### src/rtl/reg16_bus_master_if.sv
// rtl/reg16_bus_master_if.sv - command/response port and chip-select register bus
interface reg16_bus_master_if #(
  parameter int NREG = 3,
  parameter int AW   = 2,
  parameter int DW   = 16
);
  logic            cmd_valid;
  logic            cmd_ready;
  logic            cmd_wr;
  logic [AW-1:0]   cmd_addr;
  logic [DW-1:0]   cmd_wdata;
  logic            rsp_valid;
  logic            rsp_ready;
  logic [DW-1:0]   rsp_rdata;
  logic            rsp_err;
  logic [DW-1:0]   bus_din;
  logic [NREG-1:0] bus_cs;
  logic            bus_w;
  logic            bus_r;
  logic [DW-1:0]   bus_dout;

  modport master (
    input  cmd_valid, cmd_wr, cmd_addr, cmd_wdata, rsp_ready, bus_dout,
    output cmd_ready, rsp_valid, rsp_rdata, rsp_err, bus_din, bus_cs, bus_w, bus_r
  );

  modport slave (
    output cmd_valid, cmd_wr, cmd_addr, cmd_wdata, rsp_ready, bus_dout,
    input  cmd_ready, rsp_valid, rsp_rdata, rsp_err, bus_din, bus_cs, bus_w, bus_r
  );
endinterface

### src/rtl/reg16_bus_master.sv
// rtl/reg16_bus_master.sv - single-command initiator for the chip-select register bus
module reg16_bus_master #(
  parameter int NREG = 3,
  parameter int AW   = 2,
  parameter int DW   = 16
) (
  input  logic               clk,
  input  logic               rst,
  reg16_bus_master_if.master bus,
  output logic [15:0]        txn_count
);

  typedef enum logic [2:0] {IDLE, SETUP, ACCESS, CAPTURE, RESP} state_t;

  localparam logic [AW:0]     NREG_W = (AW+1)'(NREG);
  localparam logic [NREG-1:0] CS_ONE = NREG'(1);

  state_t          state, state_d;
  logic            wr_q;
  logic [AW-1:0]   addr_q;
  logic [DW-1:0]   wdata_q;
  logic            accept, bad_addr, rsp_hs;
  logic            wr_n;
  logic [AW-1:0]   addr_n;
  logic [DW-1:0]   wdata_n;
  logic            cmd_ready_d, rsp_valid_d, rsp_err_d, bus_w_d, bus_r_d;
  logic [DW-1:0]   rsp_rdata_d, bus_din_d;
  logic [NREG-1:0] bus_cs_d;

  assign accept   = (state == IDLE) && bus.cmd_valid;
  assign bad_addr = {1'b0, bus.cmd_addr} >= NREG_W;
  assign rsp_hs   = (state == RESP) && bus.rsp_ready;

  always_ff @(posedge clk) begin
    if (rst) state <= IDLE;
    else     state <= state_d;
  end

  always_comb begin
    state_d = state;
    case (state)
      IDLE:    if (bus.cmd_valid) state_d = bad_addr ? RESP : SETUP;
      SETUP:   state_d = ACCESS;
      ACCESS:  state_d = CAPTURE;
      CAPTURE: state_d = RESP;
      RESP:    if (bus.rsp_ready) state_d = IDLE;
      default: state_d = IDLE;
    endcase
  end

  // Outputs are computed for the state being entered so every port comes straight from a flop.
  always_comb begin
    wr_n        = accept ? bus.cmd_wr    : wr_q;
    addr_n      = accept ? bus.cmd_addr  : addr_q;
    wdata_n     = accept ? bus.cmd_wdata : wdata_q;
    cmd_ready_d = (state_d == IDLE);
    rsp_valid_d = (state_d == RESP);
    bus_cs_d    = '0;
    bus_din_d   = '0;
    bus_w_d     = 1'b0;
    bus_r_d     = 1'b0;
    if (state_d inside {SETUP, ACCESS, CAPTURE}) begin
      bus_cs_d  = CS_ONE << addr_n;
      bus_din_d = wr_n ? wdata_n : '0;
    end
    if (state_d == ACCESS) begin
      bus_w_d = wr_n;
      bus_r_d = !wr_n;
    end
    rsp_err_d   = bus.rsp_err;
    rsp_rdata_d = bus.rsp_rdata;
    if (accept) begin
      rsp_err_d   = bad_addr;
      rsp_rdata_d = '0;
    end else if (state == CAPTURE && !wr_q) begin
      rsp_rdata_d = bus.bus_dout;
    end else if (rsp_hs) begin
      rsp_err_d   = 1'b0;
      rsp_rdata_d = '0;
    end
  end

  always_ff @(posedge clk) begin
    if (accept) begin
      wr_q    <= bus.cmd_wr;
      addr_q  <= bus.cmd_addr;
      wdata_q <= bus.cmd_wdata;
    end
  end

  always_ff @(posedge clk) begin
    if (rst) begin
      bus.cmd_ready <= 1'b1;
      bus.rsp_valid <= 1'b0;
      bus.rsp_rdata <= '0;
      bus.rsp_err   <= 1'b0;
      bus.bus_din   <= '0;
      bus.bus_cs    <= '0;
      bus.bus_w     <= 1'b0;
      bus.bus_r     <= 1'b0;
      txn_count     <= '0;
    end else begin
      bus.cmd_ready <= cmd_ready_d;
      bus.rsp_valid <= rsp_valid_d;
      bus.rsp_rdata <= rsp_rdata_d;
      bus.rsp_err   <= rsp_err_d;
      bus.bus_din   <= bus_din_d;
      bus.bus_cs    <= bus_cs_d;
      bus.bus_w     <= bus_w_d;
      bus.bus_r     <= bus_r_d;
      if (rsp_hs) txn_count <= txn_count + 16'd1;
    end
  end

endmodule
### src/flat_wrapper.sv
// flat-port wrapper written by rule: the top's interface ports become plain ports
module reg16_bus_master_flat 
#(
  parameter int NREG = 3,
  parameter int AW   = 2,
  parameter int DW   = 16
)
  (clk, rst, txn_count, bus_cmd_valid, bus_cmd_wr, bus_cmd_addr, bus_cmd_wdata, bus_rsp_ready, bus_bus_dout, bus_cmd_ready, bus_rsp_valid, bus_rsp_rdata, bus_rsp_err, bus_bus_din, bus_bus_cs, bus_bus_w, bus_bus_r);
  reg16_bus_master_if #(.NREG(NREG), .AW(AW), .DW(DW)) bus_i ();
  input  logic clk;
  input  logic rst;
  output logic [15:0] txn_count;
  input wire logic [$bits(bus_i.cmd_valid)-1:0] bus_cmd_valid;
  input wire logic [$bits(bus_i.cmd_wr)-1:0] bus_cmd_wr;
  input wire logic [$bits(bus_i.cmd_addr)-1:0] bus_cmd_addr;
  input wire logic [$bits(bus_i.cmd_wdata)-1:0] bus_cmd_wdata;
  input wire logic [$bits(bus_i.rsp_ready)-1:0] bus_rsp_ready;
  input wire logic [$bits(bus_i.bus_dout)-1:0] bus_bus_dout;
  output wire logic [$bits(bus_i.cmd_ready)-1:0] bus_cmd_ready;
  output wire logic [$bits(bus_i.rsp_valid)-1:0] bus_rsp_valid;
  output wire logic [$bits(bus_i.rsp_rdata)-1:0] bus_rsp_rdata;
  output wire logic [$bits(bus_i.rsp_err)-1:0] bus_rsp_err;
  output wire logic [$bits(bus_i.bus_din)-1:0] bus_bus_din;
  output wire logic [$bits(bus_i.bus_cs)-1:0] bus_bus_cs;
  output wire logic [$bits(bus_i.bus_w)-1:0] bus_bus_w;
  output wire logic [$bits(bus_i.bus_r)-1:0] bus_bus_r;
  assign bus_i.cmd_valid = bus_cmd_valid;
  assign bus_i.cmd_wr = bus_cmd_wr;
  assign bus_i.cmd_addr = bus_cmd_addr;
  assign bus_i.cmd_wdata = bus_cmd_wdata;
  assign bus_i.rsp_ready = bus_rsp_ready;
  assign bus_i.bus_dout = bus_bus_dout;
  assign bus_cmd_ready = bus_i.cmd_ready;
  assign bus_rsp_valid = bus_i.rsp_valid;
  assign bus_rsp_rdata = bus_i.rsp_rdata;
  assign bus_rsp_err = bus_i.rsp_err;
  assign bus_bus_din = bus_i.bus_din;
  assign bus_bus_cs = bus_i.bus_cs;
  assign bus_bus_w = bus_i.bus_w;
  assign bus_bus_r = bus_i.bus_r;
  reg16_bus_master #(.NREG(NREG), .AW(AW), .DW(DW)) u_core (.clk(clk), .rst(rst), .bus(bus_i), .txn_count(txn_count));
endmodule
### config.mk
export PLATFORM = sky130hd
export DESIGN_NAME = reg16_bus_master_flat
export DESIGN_NICKNAME = d
export VERILOG_FILES = /design/src/rtl/reg16_bus_master_if.sv /design/src/rtl/reg16_bus_master.sv /design/src/flat_wrapper.sv
export SDC_FILE = /design/constraint.sdc
export NUM_CORES = 1
export LEC_CHECK = 0
export ABC_CLOCK_PERIOD_IN_PS = 1700
export BUFFER_PORTS_ARGS = -buffer_cell sky130_fd_sc_hd__buf_2
export CORE_MARGIN = 4
export CORE_UTILIZATION = 30
export CTS_CLUSTER_DIAMETER = 50
export DETAILED_ROUTE_END_ITERATION = 10
export PLACE_DENSITY = 0.62
export SYNTH_ARGS = -nofsm -noshare
export SYNTH_HDL_FRONTEND = slang
export SYNTH_SLANG_ARGS = --single-unit
### constraint.sdc
create_clock -name clk -period 1.7 [get_ports clk]
set_input_delay 0.085 -clock clk [delete_from_list [all_inputs] [get_ports clk]]
set_output_delay 0.085 -clock clk [all_outputs]
set_load 0.01 [all_outputs]
==> flow_summary.json <==
{
  "post-place-cells": 480,
  "placed_area_um2": 3460,
  "syn2layout_area_growth_pct": 50.1,
  "drive_gt1_frac": 0.418,
  "finalHoldViolations": 0,
  "finalCritPeriodShare": 0.986,
  "cts.sinks": 78,
  "numCtsBuffers": 9,
  "initial_core_util": 0.310,
  "hold_class": "input port to flip-flop",
  "synth_area_leaders": "dfxtp_1 57%, mux2_2 7.0%, a21oi_1 4.4%, and3_1 3.9%, nand3_1 3.7%",
  "yosysWarnings": 0,
  "path_class": "flip-flop to flip-flop",
  "std_cell_rows": 34,
  "fmax_mhz": 596,
  "first_global_vias": 2402,
  "netlist_area_um2": 2730,
  "finalCriticalPeriod_ps": 1680,
  "ys_ff_latch": 78,
  "drv_cap": 0,
  "status": "completed",
  "finalNetCount": 462,
  "fillers": 840,
  "yosys.area.top_type": "dfxtp_1",
  "io_pins": 95,
  "rsz0062_at_grt": "yes",
  "synth_common_cells": "78 x dfxtp_1, 25 x nand2_1, 24 x a21oi_1",
  "endpoint_kind": "flip-flop",
  "die_w_um": 103,
  "design_area_um2": 4100,
  "gp_congestion": 0.809,
  "drt-initial-drc-count": 58,
  "via_per_inst": 4.56,
  "syn_nets": 312,
  "power.leakage_nw": 1.85,
  "cts-root-buf": "clkbuf_8",
  "yosysMostFrequentCell": "dfxtp_1",
  "ant_nets": 0,
  "wl_per_cell_um": 13.2,
  "cp-start-kind": "flip-flop",
  "grt_pass1_wl_um": 11000,
  "core_area_um2": 8810,
  "clk_pin_slew_ps": 80,
  "synth_edf_count": 0,
  "synth_cells": 272,
  "slew_viol_final": 0,
  "relSlewSlack": 0.694,
  "vias": 2433,
  "grt_max_degree": 25,
  "cp_data_required_time_ps": 1930,
  "critPathMaxFanout": 11,
  "tritoncts": "yes",
  "wirelength_um": 7050,
  "htree_levels": 3,
  "antenna_cells": 0,
  "die_h_um": 103,
  "clock_path_buffers": 2,
  "antenna_found_initial": 0,
  "fin_util": 0.466,
  "instances_no_fill": 534,
  "async_flop_share": 0,
  "worst_pin_slew_ps": 458,
  "synth_cell_types": 30,
  "grt-ovfl-total": 0,
  "clk_latency_ps": 340,
  "yosysSeqAreaShare": 0.571,
  "dieArea_um2": 10700,
  "fin_skew_ps": 7.60,
  "io_buffers": 94,
  "yosysTopAreaCellShare": 0.571,
  "place_hpwl_um": 4680,
  "p_total_w": 0.00402,
  "ir_drop_v": 0.000478,
  "synth_ff_type": "dfxtp_1",
  "setup_viol": 0,
  "drc": 0,
  "cp.arrival_ps": 1900,
  "drtPass1Iterations": 4,
  "power_density_nw_per_um2": 980,
  "avgSynthCellArea_um2": 10.0,
  "track_usage": 0.133
}
[routing by layer]
metal / wire length [µm] / up-vias / global-route usage
li1: - / 1237 / -
met5: 0 / - / 0
met4: 45 / 0 / 0.0548
met3: 414 / 4 / 0.0396
met2: 3490 / 67 / 0.233
met1: 3100 / 1125 / 0.150
[power breakdown]
group          switching, W  internal (W)  leakage [nW]
Combinational      0.000289      0.000342          1.11
Sequential        0.0000559       0.00201         0.643
Clock              0.000652      0.000667        0.0911
Total              0.000997       0.00302          1.85
[logic make-up after synthesis]
| group | synth area share |
|---|---|
| fa+ha+maj | 0.00458 |
| simple gates | 0.214 |
| flops | 0.571 |
| buf+inv | 0.0316 |
| compound gates | 0.0627 |
| xor+xnor | 0.0385 |
| mux | 0.0774 |
[critical path, stage by stage (launching register included)]
cell and delay, ps:
dfxtp_2 340, buf_6 130, nor4b_4 330, buf_4 260, mux2_2 360, and3_1 150
[layout by cell type (no fill, tap or decap), types with 7 or more instances in the layout]
cell and count:
and3_1 17, xnor2_1 7, dfxtp_1 68, dfxtp_2 10
nand2_1 25, nand3_1 20, clkbuf_8 9, dlygate4sd3_1 33
buf_4 22, mux2_2 11, a21oi_1 22, buf_2 96
nor2_1 17
[final timing paths]
kind                            from                endpoint  slack [ps]  cells after the start
setup / recovery     u_core.state[0]  u_core.bus.bus_din[12]          20                      5
setup reg to reg     u_core.state[0]  u_core.bus.bus_din[12]          20                      5
hold reg to reg   u_core.bus.rsp_err      u_core.bus.rsp_err         460                      2
hold / removal       bus_cmd_addr[1]        u_core.addr_q[1]          50                      3
[what timing repair did]
item | 4_1_cts | 5_1_grt
hold buffers | 33 | 0
pin swaps | 1 | 9
setup endpoints to repair | 2 | 39
gates resized for setup | 2 | 20
cloned | 0 | 2
setup buffers | 2 | 2
endpoints found under the hold margin | 33 | 0
[layout make-up]
type                            count  area, µm²  area share
Tap cell                          108        135      0.0329
Timing Repair Buffer              156       1030       0.252
Inverter                            4       15.0     0.00366
Sequential cell                    78       1570       0.384
Clock buffer                        9        124      0.0302
Clock inverter                      6       63.8      0.0156
Multi-Input combinational cell    173       1160       0.282
[registers in the layout (all words and copies together) (netlist names), 2 cells and up]
| register | flops |
|---|---|
| u_core.state | 3 |
| u_core.bus.bus_cs | 3 |
| u_core.txn_count | 16 |
| u_core.bus.rsp_rdata | 16 |
| u_core.addr_q | 2 |
| u_core.bus.bus_din | 16 |
| u_core.wdata_q | 16 |
[metrics by stage]
stage                     setup TNS (ps)  hold slack, ps  setup WS (ps)
after floorplan                    -9.16             166          -9.16
after global placement                 0             323           5.04
after detailed placement           -9.05             329          -8.11
after CTS                              0            27.9           11.9
after global routing                -424            35.1          -53.3
final                                  0            53.1           23.0
No activity file was read; power rests on OpenSTA's default activity.
